## config.mk

```make
export PLATFORM = sky130hd
export DESIGN_NAME = led_pattern_sched
export DESIGN_NICKNAME = d
export VERILOG_FILES = /design/src/rtl/led_sched_pkg.sv /design/src/rtl/led_tick_gen.sv /design/src/rtl/led_pattern_sched.sv
export SDC_FILE = /design/constraint.sdc
export NUM_CORES = 1
export LEC_CHECK = 0
export ABC_AREA = 1
export CAP_MARGIN = 20
export CORE_MARGIN = 4
export CORE_UTILIZATION = 55
export CTS_BUF_LIST = sky130_fd_sc_hd__clkbuf_8
export CTS_CLUSTER_SIZE = 24
export DETAILED_ROUTE_END_ITERATION = 8
export PLACE_DENSITY = 0.88
export SLEW_MARGIN = 5
export SYNTH_ARGS = -nofsm -noshare
export SYNTH_HDL_FRONTEND = slang
export SYNTH_SLANG_ARGS = --single-unit
export TNS_END_PERCENT = 50
```

## constraint.sdc

```tcl
create_clock -name clk50m -period 2.4 [get_ports clk50m]
set_input_delay 0.36 -clock clk50m [delete_from_list [all_inputs] [get_ports clk50m]]
set_output_delay 0.36 -clock clk50m [all_outputs]
set_load 0.1 [all_outputs]
```

## src/rtl/led_sched_pkg.sv

```systemverilog
// Shared types and widths for the LED pattern scheduler.
package led_sched_pkg;

    typedef enum logic [2:0] {
        ST_IDLE,
        ST_ON,
        ST_OFF,
        ST_GAP,
        ST_DONE
    } state_e;

    localparam int CNT_W  = 4;   // blink count width
    localparam int HALF_W = 10;  // half-period / gap counter width, in ticks

    // Width of a requester index; never less than one bit.
    function automatic int idx_w(input int n);
        return (n < 2) ? 1 : $clog2(n);
    endfunction

endpackage

```

## src/rtl/led_tick_gen.sv

```systemverilog
// Millisecond prescaler: free-running down-counter, tick pulses while it reads 0.
module led_tick_gen #(
    parameter int TICK_DIV = 50000
) (
    input  logic clk50m,
    input  logic reset_n,
    output logic tick_o
);

    localparam int W = (TICK_DIV <= 1) ? 1 : $clog2(TICK_DIV);

    logic [W-1:0] cnt_q, cnt_d;

    // Reload at zero, otherwise count down.
    always_comb begin
        cnt_d = (cnt_q == '0) ? W'(TICK_DIV - 1) : cnt_q - 1'b1;
    end

    // Prescaler register; cleared by reset so the first tick comes right away.
    always_ff @(posedge clk50m or negedge reset_n) begin
        if (!reset_n) cnt_q <= '0;
        else          cnt_q <= cnt_d;
    end

    assign tick_o = (cnt_q == '0);

endmodule

```

## src/rtl/led_pattern_sched.sv

```systemverilog
// Shares one LED among N_REQ requesters: round-robin pick, play blink pattern,
// led-off gap, then a done pulse to the winner.
// Build option: LED_PRIO_EN gives requester 0 fixed top priority over the ring.
module led_pattern_sched
    import led_sched_pkg::*;
#(
    parameter int N_REQ    = 4,
    parameter int TICK_DIV = 50000,
    parameter int GAP_MS   = 200
) (
    input  logic                    clk50m,
    input  logic                    reset_n,
    input  logic [N_REQ-1:0]        req_i,
    input  logic [N_REQ*CNT_W-1:0]  req_count_i,
    input  logic [N_REQ*HALF_W-1:0] req_half_i,
    output logic [N_REQ-1:0]        gnt_o,
    output logic [N_REQ-1:0]        done_o,
    output logic                    busy_o,
    output logic                    led_o
);

    localparam int IW = idx_w(N_REQ);
    localparam logic [HALF_W-1:0] GAP_V = HALF_W'(GAP_MS);

    state_e state_q, state_d;

    logic [IW-1:0]     ptr_q, ptr_d;
    logic [IW-1:0]     idx_q, idx_d;
    logic [CNT_W-1:0]  blinks_q, blinks_d;
    logic [HALF_W-1:0] half_q, half_d;
    logic [HALF_W-1:0] phase_q, phase_d;

    logic [N_REQ-1:0]  gnt_q, gnt_d;
    logic [N_REQ-1:0]  done_q, done_d;
    logic              busy_q, busy_d;
    logic              led_q, led_d;

    logic              tick;
    logic              phase_end;
    logic              win_vld;
    logic [IW-1:0]     win_idx;
    logic [IW-1:0]     ptr_nxt;
    logic [IW:0]       rr_j;
    logic [CNT_W-1:0]  win_cnt;
    logic [HALF_W-1:0] win_half;

    led_tick_gen #(.TICK_DIV(TICK_DIV)) u_tick (
        .clk50m  (clk50m),
        .reset_n (reset_n),
        .tick_o  (tick)
    );

    assign phase_end = tick && (phase_q == HALF_W'(1));

    // Arbiter: scan the ring starting at the pointer; the nearest requester wins.
    always_comb begin
        win_vld = 1'b0;
        win_idx = '0;
        rr_j    = '0;
        // Walk farthest-first so the nearest candidate is the last one assigned.
        for (int k = N_REQ - 1; k >= 0; k--) begin
            rr_j = {1'b0, ptr_q} + (IW+1)'(k);
            if (rr_j >= (IW+1)'(N_REQ)) rr_j = rr_j - (IW+1)'(N_REQ);
            if (req_i[rr_j[IW-1:0]]) begin
                win_vld = 1'b1;
                win_idx = rr_j[IW-1:0];
            end
        end
`ifdef LED_PRIO_EN
        // Requester 0 overrides the ring; the rest still rotate among themselves.
        if (req_i[0]) begin
            win_vld = 1'b1;
            win_idx = '0;
        end
`endif
        ptr_nxt  = (win_idx == IW'(N_REQ - 1)) ? '0 : win_idx + 1'b1;
        win_cnt  = req_count_i[int'(win_idx)*CNT_W +: CNT_W];
        win_half = req_half_i[int'(win_idx)*HALF_W +: HALF_W];
        // A zero half-period would never end a phase; run it as one tick.
        if (win_half == '0) win_half = HALF_W'(1);
    end

    // State register.
    always_ff @(posedge clk50m or negedge reset_n) begin
        if (!reset_n) state_q <= ST_IDLE;
        else          state_q <= state_d;
    end

    // Next-state logic.
    always_comb begin
        state_d = state_q;
        case (state_q)
            ST_IDLE: if (win_vld) state_d = (win_cnt == '0) ? ST_DONE : ST_ON;
            ST_ON:   if (phase_end) state_d = ST_OFF;
            ST_OFF:  if (phase_end) state_d = (blinks_q > CNT_W'(1)) ? ST_ON : ST_GAP;
            ST_GAP:  if (phase_end) state_d = ST_DONE;
            // A zero-count grant lands here without having pulsed done yet, so it
            // stays one extra cycle to report; otherwise leave after the pulse.
            ST_DONE: if (done_q != '0) state_d = ST_IDLE;
            default: state_d = ST_IDLE;
        endcase
    end

    // Datapath: latch the winning pattern, run the phase and blink counters.
    always_comb begin
        ptr_d    = ptr_q;
        idx_d    = idx_q;
        blinks_d = blinks_q;
        half_d   = half_q;
        phase_d  = phase_q;
        case (state_q)
            ST_IDLE: begin
                if (win_vld) begin
                    idx_d    = win_idx;
                    blinks_d = win_cnt;
                    half_d   = win_half;
                    phase_d  = win_half;
`ifdef LED_PRIO_EN
                    if (win_idx != '0) ptr_d = ptr_nxt;
`else
                    ptr_d = ptr_nxt;
`endif
                end
            end
            ST_ON: begin
                if (phase_end) phase_d = half_q;
                else if (tick) phase_d = phase_q - 1'b1;
            end
            ST_OFF: begin
                if (phase_end) begin
                    blinks_d = blinks_q - 1'b1;
                    phase_d  = (blinks_q > CNT_W'(1)) ? half_q : GAP_V;
                end else if (tick) begin
                    phase_d = phase_q - 1'b1;
                end
            end
            ST_GAP: begin
                if (tick && !phase_end) phase_d = phase_q - 1'b1;
            end
            default: ;
        endcase
    end

    // Output decode from the upcoming state so every output is registered in step.
    always_comb begin
        led_d  = (state_d == ST_ON);
        busy_d = (state_d != ST_IDLE);
        gnt_d  = '0;
        done_d = '0;
        if (state_q == ST_IDLE && win_vld) gnt_d = N_REQ'(1) << win_idx;
        if (state_d == ST_DONE && state_q != ST_IDLE) done_d = N_REQ'(1) << idx_q;
    end

    // Datapath and output registers.
    always_ff @(posedge clk50m or negedge reset_n) begin
        if (!reset_n) begin
            ptr_q    <= '0;
            idx_q    <= '0;
            blinks_q <= '0;
            half_q   <= '0;
            phase_q  <= '0;
            gnt_q    <= '0;
            done_q   <= '0;
            busy_q   <= 1'b0;
            led_q    <= 1'b0;
        end else begin
            ptr_q    <= ptr_d;
            idx_q    <= idx_d;
            blinks_q <= blinks_d;
            half_q   <= half_d;
            phase_q  <= phase_d;
            gnt_q    <= gnt_d;
            done_q   <= done_d;
            busy_q   <= busy_d;
            led_q    <= led_d;
        end
    end

    assign gnt_o  = gnt_q;
    assign done_o = done_q;
    assign busy_o = busy_q;
    assign led_o  = led_q;

endmodule
```

==> results.md, run 1 <==
- Syn Nets: 619
- Hold Buf Count CTS: 0
- Number of global-route vias before repair: 4,255
- Simple-gate share of the synthesized area: 0.3260
- Crit path launch type: flop
- DRC: 0
- Num ports: 72
- Comb power frac: 0.661
- Worst EP required: 2.65 ns
- Drt pass-1 iters: 6
- Synth Register Bits: 57
- Final net count: 736
- Reg-to-reg setup timing slack: -0.07 ns
- Clk root buf: clkbuf_8
- I/O Buffers: 71
- Critical Path Fanout Max: 8
- Num Clock Sinks: 57
- Clock buffer depth: 2
- Fin. Hold Viols: 0
- WP data arrival: 2.72 ns
- Number of diodes: 0
- Site row count: 30
- Worst IR drop on VDD: 0.0009686 V
- Synth Cell Area: 3876 sq um
- RR Endpoint: busy_o
- Fill count: 462
- Final WL: 12.65 mm
- Syn avg cell area: 7.086 sq um
- Synth Warn #: 0
- Leakage: 2.571 nW
- Most common cell after layout, fill and taps aside: nand2_1
- Slew Limit Headroom: 0.5220
- P per Cell Area: 1401 nW/um^2
- GP Congestion: 0.8812
- Adder-cell share of the synthesized area: 0.03228
- Largest net degree at the start of global routing: 30
- Net Switching: 0.003640 W
- Setup TNS: -0.09211 ns
- Initial antenna violation count: 0
- MaxCap Viol Count: 0
- Die Y-Extent: 91.95 microns
- CTS tree: built
- Num CTS Buffers: 9
- Cells after Synth: 547
- Number of endpoints failing setup at the final stage: 2
- Compound-Gate Fraction of Synth Area: 0.1517
- Via count: 4,468
- Final worst path period need: 2.470 ns
- Final Max Tran Viols: 0
- Clock skew: 0.01022 ns
- Post-synthesis mux area share: 0
- Global-route wire length before repair: 18.87 mm
- R2R cell count: 18
- Main combinational cell family by area after synthesis: simple AND/OR/NAND/NOR gates
- CTS H-tree lvls: 3
- Failing checks: negative setup slack
- Congestion Overflow GR: 0
- Share of cells above drive strength 1: 0.1839
- CTS clk-pin slew, worst paths: 0.07 ns
- Initial core utilization: 0.5674
- Crit Path Category: reg2reg
- Final Worst Setup Slack: -0.07008 ns
- Worst hold-check path type: in2async
- RSZ-0062 raised after global routing: true
- Post-synthesis cell type count: 40
- Initial DRC Count: 452
- Internal power: 0.003881 W
- Register area share after synthesis: 0.3680
- Status: finished with violations
- Seq pwr share: 0.199
- Area of the core: 6832 sq um
- Die footprint: 8455 sq um
- Least-Margin Pin Slew: 0.7170 ns
- Vias/cell: 5.841
- Fmax: 404.8 MHz
- Crit end category: flop
- Chip width: 91.95 microns
- Switching share of total power: 0.4840
- Commonest cells after routing, fill and taps aside: nand2_1 (122), clkdlybuf4s50_1 (60), inv_1 (59)
- Worst-Skew Late Latency: 0.35 ns
- Hold WS: 0.05048 ns
- FF-to-FF Start: ptr_q[0]
- Syn-to-layout area delta: 38.48%
- Xor/xnor cell area share of the yosys netlist: 0.03615
- Total track usage: 0.2737
- Post-route ant nets: 0
- Tcrit/Tclk final: 1.029
- Clk pwr share: 0.140
- DP Wirelength: 8.298 mm
- Avg WL per Cell: 16.54 microns
[logic make-up after synthesis]
family	after synthesis
AO/OA/AOI/OAI	99
XOR/XNOR	16
adder cells (fa/ha/maj)	10
buffers and inverters	81
flip-flops	57
AND/OR/NAND/NOR	284
[sequential cells by signal, summed over array words and instances, names as in the netlist]
signal and flops:
u_tick.cnt_q 16, half_q 10, phase_q 10, blinks_q 4, done_o 4, gnt_o 4
state_q 3, idx_q 2, ptr_q 2, busy_o 1, led_o 1
[final cells by class]
| cell class | count | area [sq um] | share of cell area |
|---|---|---|---|
| clock buffers | 11 | 151.4 | 0.02821 |
| multi-input cells | 411 | 2233 | 0.4161 |
| inverters | 67 | 265.3 | 0.04942 |
| well taps | 96 | 120.1 | 0.02238 |
| repair inverters | 2 | 12.51 | 0.002331 |
| clock inverters | 5 | 77.57 | 0.01445 |
| repair buffers | 116 | 1079 | 0.2009 |
| flip-flops and latches | 57 | 1429 | 0.2662 |
[through the flow]
step / instances / util / cell area [sq um] / worst slack [ns] / power (W)
finish: 765 / 0.7857 / 5368 / -0.07008 / 0.007521
global route: 765 / 0.7857 / 5368 / -0.2051 / 0.008039
CTS: 751 / 0.7502 / 5125 / 0.03772 / 0.006755
detailed placement: 735 / 0.7167 / 4896 / -0.1733 / 0.005672
global placement: 735 / 0.7167 / 4896 / -0.03500 / 0.005502
floorplan: 547 / - / 3876 / 0.3709 / 0.004265
[per-layer routing]
metal	global-route usage	vias to the layer above	share of wire
li1	-	2060	-
met1	0.3352	2038	0.38
met2	0.4672	300	0.49
met3	0.05004	70	0.084
met4	0.1238	0	0.045
met5	0	-	0
[worst max-delay path, stage by stage (launching register included)]
cell     delay [ns]
dfrtp_2        0.49
buf_6          0.15
nand2_1        0.07
nand2_1        0.08
nand2_2        0.13
nand3_2        0.13
o21ai_2        0.18
nand2_1        0.08
nand2_2        0.08
buf_6          0.13
nor2_1         0.05
o21ai_1        0.07
nand2_1        0.10
nor2_1         0.16
nand2_1        0.13
nand2_2        0.10
nand2_2        0.07
nor2_2         0.08
nand2_1        0.06
[worst max-delay path by stage]
stage                   from          to  slack, ns
finish              ptr_q[0]      busy_o      -0.07
global route        ptr_q[0]      busy_o      -0.21
CTS                 ptr_q[0]  phase_q[0]       0.04
detailed placement  req_i[1]      busy_o      -0.17
global placement    req_i[1]      busy_o      -0.04
floorplan           ptr_q[0]      busy_o       0.37
[synth_stat cells]
cell	count	area, sq um
inv_1	61	229.0
a22oi_1	5	37.54
o21ai_1	5	25.02
nand3b_1	1	7.510
a21oi_1	16	80.08
nand2_4	1	11.26
nand3_2	2	20.02
buf_4	2	15.01
nand2_8	1	20.02
a31oi_1	3	18.77
xor2_1	13	113.9
o21bai_1	1	7.510
or2_2	2	12.51
o2111ai_1	2	17.52
inv_2	6	22.52
buf_6	2	22.52
clkbuf_1	5	18.77
dfrtp_1	57	1426
o21ai_0	40	200.2
nor2_2	1	6.260
o311ai_1	1	8.760
nand2_2	5	31.28
nor2_1	63	236.5
nor3_1	12	60.06
buf_2	5	25.02
o21ai_2	1	8.760
nor4_1	4	25.02
xnor2_1	3	26.28
o31ai_1	1	7.510
nor4_4	1	21.27
a21boi_0	1	7.510
nand3_1	57	285.3
o211ai_1	15	112.6
o22ai_1	5	31.28
nand4_1	4	25.02
nand2_1	129	484.2
ha_1	10	125.1
o221ai_1	2	17.52
o21a_1	1	7.510
nand3_4	1	17.52
[power groups by stage]
| stage | clock (W) | sequential [W] | combinational [W] |
|---|---|---|---|
| finish | 0.00105 | 0.00150 | 0.00497 |
| global route | 0.00109 | 0.00152 | 0.00543 |
| CTS | 0.00106 | 0.00146 | 0.00424 |
| detailed placement | 0 | 0.00147 | 0.00421 |
| global placement | 0 | 0.00145 | 0.00405 |
| floorplan | 0 | 0.00155 | 0.00271 |
[timing repair]
item                       in CTS  in global routing
resized for setup               0                 44
buffers inserted                0                 10
setup endpoints to repair       0                 26
Note: power is estimated with default switching activity, not from simulation.
==> run 2: changes to the inputs <==
- CORE_MARGIN: 4 -> default
==> run 2 against run 1 <==
Against the previous run:
- the flow now finishes without violations
- critical endpoint unchanged
- cell count fell by 0.39%
- register-to-register slack improved by 0.19 ns
- wire length fell by 16%
- sequential power fell by 3%
- largest power group unchanged
- sequential cell count did not move
- sequential share of layout area rose by 0.93 points
==> results.md, run 2 (synthesis gave the netlist of run 1 again) <==
- Top cell by count, worst path: nand2_1
- Top flop regs: u_tick.cnt_q x16, half_q x10, phase_q x10
- CTS clk-pin slew, worst paths: 0.06 ns
- Reg-to-reg setup timing slack: 0.12 ns
- Clk root buf: clkbuf_8
- I/O Buffers: 71
- Most flops, register: u_tick.cnt_q
- Slowest CP cell: clkdlybuf4s50_1
- Avg WL per Cell: 13.97 microns
- CTS tree: built
- GP Congestion: 0.9240
- Share of cells above drive strength 1: 0.1456
- WP data arrival: 2.52 ns
- Final Worst Setup Slack: 0.1087 ns
- Least-Margin Pin Slew: 0.4694 ns
- Fin. Hold Viols: 0
- Worst-Skew Late Latency: 0.35 ns
- Initial DRC Count: 391
- Num CTS Buffers: 9
- Post-route ant nets: 0
- Wire length on met2: 5.191 mm
- Max FFs per register: 16
- CTS H-tree lvls: 3
- Drt pass-1 iters: 6
- Critical Path Fanout Max: 9
- Worst IR drop on VDD: 0.0008569 V
- Setup TNS: 0 ns
- Worst Hold Launch: u_tick.cnt_q[0]
- MaxCap Viol Count: 0
- Site row count: 30
- Fmax: 436.4 MHz
- Number of diodes: 0
- Buf/Inv on CP: 3
- Initial antenna violation count: 0
- Initial core utilization: 0.5705
- Commonest cells after routing, fill and taps aside: nand2_1 (129), nor2_1 (63), inv_1 (62)
- Vias/cell: 5.547
- DP Wirelength: 8.071 mm
- DRC: 0
- Number of endpoints failing setup at the final stage: 0
- Final worst path period need: 2.291 ns
- Met1 WL: 4.399 mm
- Largest net degree at the start of global routing: 26
- Total track usage: 0.3025
- Num Clock Sinks: 57
- Number of global-route vias before repair: 4,029
- Clock skew: 0.009484 ns
- Most common cell after layout, fill and taps aside: nand2_1
- Crit Path Category: in2reg
- Num ports: 72
- Tcrit/Tclk final: 0.9547
- Status: complete, no violations
- Post-Place Setup Slack: -0.1441 ns
- Die footprint: 7387 sq um
- Top layer in use: met4
- Worst EP required: 2.63 ns
- Top delay family on crit path: simple AND/OR/NAND/NOR gates
- Slew Limit Headroom: 0.6849
- R2R cell count: 13
- Worst hold-check path type: reg2reg
- Global-route wire length before repair: 17.62 mm
- Crit path launch type: input port
- Metal3 WL: 719 microns
- Via count: 4,227
- Area of the core: 6794 sq um
- Die Y-Extent: 85.95 microns
- Final Max Tran Viols: 0
- Critical path cell sequence: clkdlybuf4s50_1, inv_1, nand2_1, nand2_1, nor2_1, nor2_1, o21ai_2, nand2_1, nand2_1, buf_6, nor2_1, o21ai_1, nand2_1, nor2_1, nand2_1, nand2_2, nand2_2, nor2_1, nand2_1
- Crit end category: flop
- End of the worst hold path: u_tick.cnt_q[0]
- Syn-to-layout area delta: 33.80%
- Clock buffer depth: 2
- Chip width: 85.95 microns
- Leakage: 2.524 nW
- Hold depth: 1
- P per Cell Area: 1299 nW/um^2
- Final net count: 733
- RR Endpoint: phase_q[8]
- CP peak stage delay: 0.49 ns
- Final WL: 10.64 mm
- FF-to-FF Start: phase_q[1]
- Congestion Overflow GR: 0
-- run 2: final cells by class --
cell class	instances	area (sq um)
Fill cell	481	1608
Clock inverter	6	51.30
Clock buffer	10	137.6
Multi-Input combinational cell	410	2141
Inverter	67	260.3
Timing Repair Buffer	116	1047
Sequential cell	57	1429
Tap cell	96	120.1
-- run 2: worst register-to-register path: stages, from the launching register on --
cell and delay [ns]:
dfrtp_1 0.38, inv_1 0.11, ha_1 0.17, nand2_1 0.09, nor4_4 0.30, buf_4 0.19
nor2_1 0.06, inv_1 0.13, nand2_1 0.09, nand3_2 0.13, clkinvlp_4 0.15, buf_4 0.17
o21ai_0 0.07, o21ai_0 0.12
-- run 2: repair_timing --
item | in CTS | in global routing
endpoints found under the hold margin | 14 | 0
gates resized for setup | 0 | 13
setup buffers | 0 | 6
hold buffers | 1 | 0
endpoints found under the setup margin | 0 | 16
-- run 2: stage by stage --
stage | hold slack [ns] | power (W) | util | std cells | instance area (sq um)
2_1_floorplan | 0.06441 | 0.004265 | - | 547 | 3876
3_3_place_gp | 0.2871 | 0.005460 | 0.7221 | 738 | 4906
3_5_place_dp | 0.2910 | 0.005636 | 0.7221 | 738 | 4906
4_1_cts | 0.4394 | 0.006534 | 0.7514 | 755 | 5105
5_1_grt | 0.4744 | 0.007294 | 0.7634 | 762 | 5186
6_report | 0.4414 | 0.006738 | 0.7634 | 762 | 5186
-- run 2: power breakdown --
part / internal, W / total (W) / switching, W
Combinational: 0.00179 / 0.00441 / 0.00261
Sequential: 0.00124 / 0.00146 / 0.000224
Clock: 0.000492 / 0.000868 / 0.000375
-- run 2: worst max path at each step --
stage / startpoint / end / depth (start not counted)
6_report: req_i[1] / busy_o / 19
5_1_grt: ptr_q[0] / busy_o / 18
4_1_cts: ptr_q[0] / busy_o / 16
3_5_place_dp: req_i[1] / busy_o / 18
3_3_place_gp: req_i[1] / phase_q[6] / 12
2_1_floorplan: ptr_q[0] / busy_o / 17
-- run 2: layer usage --
layer,up-vias,global-route usage
met5,-,0
met4,0,0.1394
met3,38,0.05294
met2,223,0.5072
met1,1921,0.3802
li1,2045,-
==> run 3: changes to the inputs <==
- GPL_TIMING_DRIVEN: default -> 0
==> run 3 against run 2 <==
Against the previous run:
- fmax shrank 2.4%
- power fell by 6.5%
- critical path depth shrank 1
- sequential cell count is the same
- critical endpoint is now phase_q[0]
- highest routed layer unchanged
==> results.md, run 3 (synthesis gave the netlist of run 1 again) <==
- Fmax: 426.0 MHz
- Total track usage: 0.2941
- Chip width: 85.95 microns
- Share of cells above drive strength 1: 0.1165
- Top cell by count, worst path: nand2_1
- Hold Buf Count CTS: 0
- DP Wirelength: 7.796 mm
- Reg area: 1428 sq um
- Num ports: 72
- Leakage: 2.383 nW
- DRC: 0
- MaxCap Viol Count: 0
- Die Y-Extent: 85.95 microns
- Least-Margin Pin Slew: 0.9996 ns
- Avg WL per Cell: 14.11 microns
- Slew Limit Headroom: 0.3315
- Critical path depth in cells: 18
- Status: complete, no violations
- Largest net degree at the start of global routing: 34
- Vias/cell: 5.643
- Met2 Resource Use GR: 0.5043
- Number of global-route vias before repair: 3,936
- Fin. Hold Viols: 0
- Top delay family on crit path: simple AND/OR/NAND/NOR gates
- Worst hold-check path type: in2async
- Final Max Tran Viols: 0
- CTS tree: built
- Clock buffer depth: 2
- Global-route wire length before repair: 17.21 mm
- R2R cell count: 18
- Syn-to-layout area delta: 30.18%
- Num CTS Buffers: 9
- WP data arrival: 2.58 ns
- Most flops, register: u_tick.cnt_q
- Critical Path Fanout Max: 10
- Via count: 4,176
- Area of the core: 6794 sq um
- Drt pass-1 iters: 5
- Number of endpoints failing setup at the final stage: 0
- Worst EP required: 2.64 ns
- Clock skew: 0.008329 ns
- RSZ-0062 raised after global routing: true
- Critical path cell sequence: buf_4, nand2_1, nand2_1, nand2_2, nand3_2, nand2_2, nand2_4, nand2_8, clkbuf_4, nand2_1, nand3_1, nand2_1, nand2_1, nor2_1, nand3_1, nand3_1, nand2_1, nand2_1
- Number of diodes: 0
- Num Clock Sinks: 57
- Final worst path period need: 2.348 ns
- Routing usage on met1: 0.3647
- Slowest CP cell: dfrtp_2
- Die footprint: 7387 sq um
- Buf/Inv on CP: 2
- Crit end category: flop
- Initial core utilization: 0.5705
- Tcrit/Tclk final: 0.9782
- Core Util, Final: 0.7427
- Crit Path Category: reg2reg
- Site row count: 30
- Commonest cells after routing, fill and taps aside: nand2_1 (123), clkdlybuf4s50_1 (70), inv_1 (61)
- GP Congestion: 0.9382
- Top flop regs: u_tick.cnt_q x16, half_q x10, phase_q x10
- Worst IR drop on VDD: 0.001213 V
- Setup TNS: 0 ns
- Clk root buf: clkbuf_8
- Area of the multi-input gates: 2180 sq um
- CP peak stage delay: 0.47 ns
- Initial DRC Count: 318
- GR met3 Demand/Resource: 0.05775
- Worst-Skew Late Latency: 0.34 ns
- I/O Buffers: 71
- Congestion Overflow GR: 0
- Fill count: 501
- Most common cell after layout, fill and taps aside: nand2_1
- P per Cell Area: 1249 nW/um^2
- CTS clk-pin slew, worst paths: 0.07 ns
- Max FFs per register: 16
- Post-route ant nets: 0
- Initial antenna violation count: 0
- Final WL: 10.44 mm
- Final net count: 711
- CTS H-tree lvls: 3
- Crit path launch type: flop
- GRT Max-Usage Layer: met2
run 3: cell count changes in the layout (fill, tap and decap cells not counted), moves of 2 or more:
cell,previous run,this run
buf_4,50,12
clkdlybuf4s50_1,60,70
nand2_1,129,123
nand2_2,5,11
clkbuf_1,0,3
nor2_1,63,60
buf_6,1,3
clkbuf_2,0,2
nor2_2,1,3
run 3: cell type report:
class / instances / area share
multi-input combinational: 409 / 0.4319
sequential: 57 / 0.2829
timing repair buffer: 81 / 0.1572
inverter: 67 / 0.05083
clock buffer: 11 / 0.03000
tap: 96 / 0.02380
buffer: 14 / 0.01884
clock inverter: 5 / 0.004463
run 3: metrics by stage:
step	worst slack, ns	cells	power, W	hold slack [ns]	cell area [sq um]
6_report	0.05231	740	0.006301	0.02416	5046
5_1_grt	-0.09032	740	0.006812	0.06199	5046
4_1_cts	0.008748	731	0.006049	0.03959	4915
3_5_place_dp	-0.2977	715	0.005206	0.3953	4722
3_3_place_gp	-0.7352	714	0.005053	0.4239	4707
2_1_floorplan	0.3709	547	0.004265	0.06441	3876
run 3: power breakdown:
group | internal (W) | leakage [nW] | total (W) | switching, W
Combinational | 0.00144 | 1.60 | 0.00405 | 0.00261
Clock | 0.000418 | 0.101 | 0.000799 | 0.000382
Sequential | 0.00124 | 0.681 | 0.00145 | 0.000216
run 3: final timing paths:
| check | startpoint | endpoint | slack, ns |
|---|---|---|---|
| min | reset_n | blinks_q[2] | 0.02 |
| max in group asynchronous | reset_n | u_tick.cnt_q[3] | 1.80 |
| min in group clk50m | u_tick.cnt_q[0] | u_tick.cnt_q[0] | 0.44 |
| max reg2reg | ptr_q[0] | phase_q[0] | 0.05 |
| min reg2reg | u_tick.cnt_q[0] | u_tick.cnt_q[0] | 0.44 |
| max | ptr_q[0] | phase_q[0] | 0.05 |
run 3: metal layers:
metal  share of wire  wire length (microns)
met1            0.42                   4350
met2            0.48                   5059
met3           0.080                    834
met4           0.019                    195
met5               0                      0
run 3: repair_timing:
action | 4_1_cts | 5_1_grt
resized for setup | 7 | 29
setup endpoints to repair | 24 | 29
pin swaps | 1 | 4
buffers inserted | 0 | 9
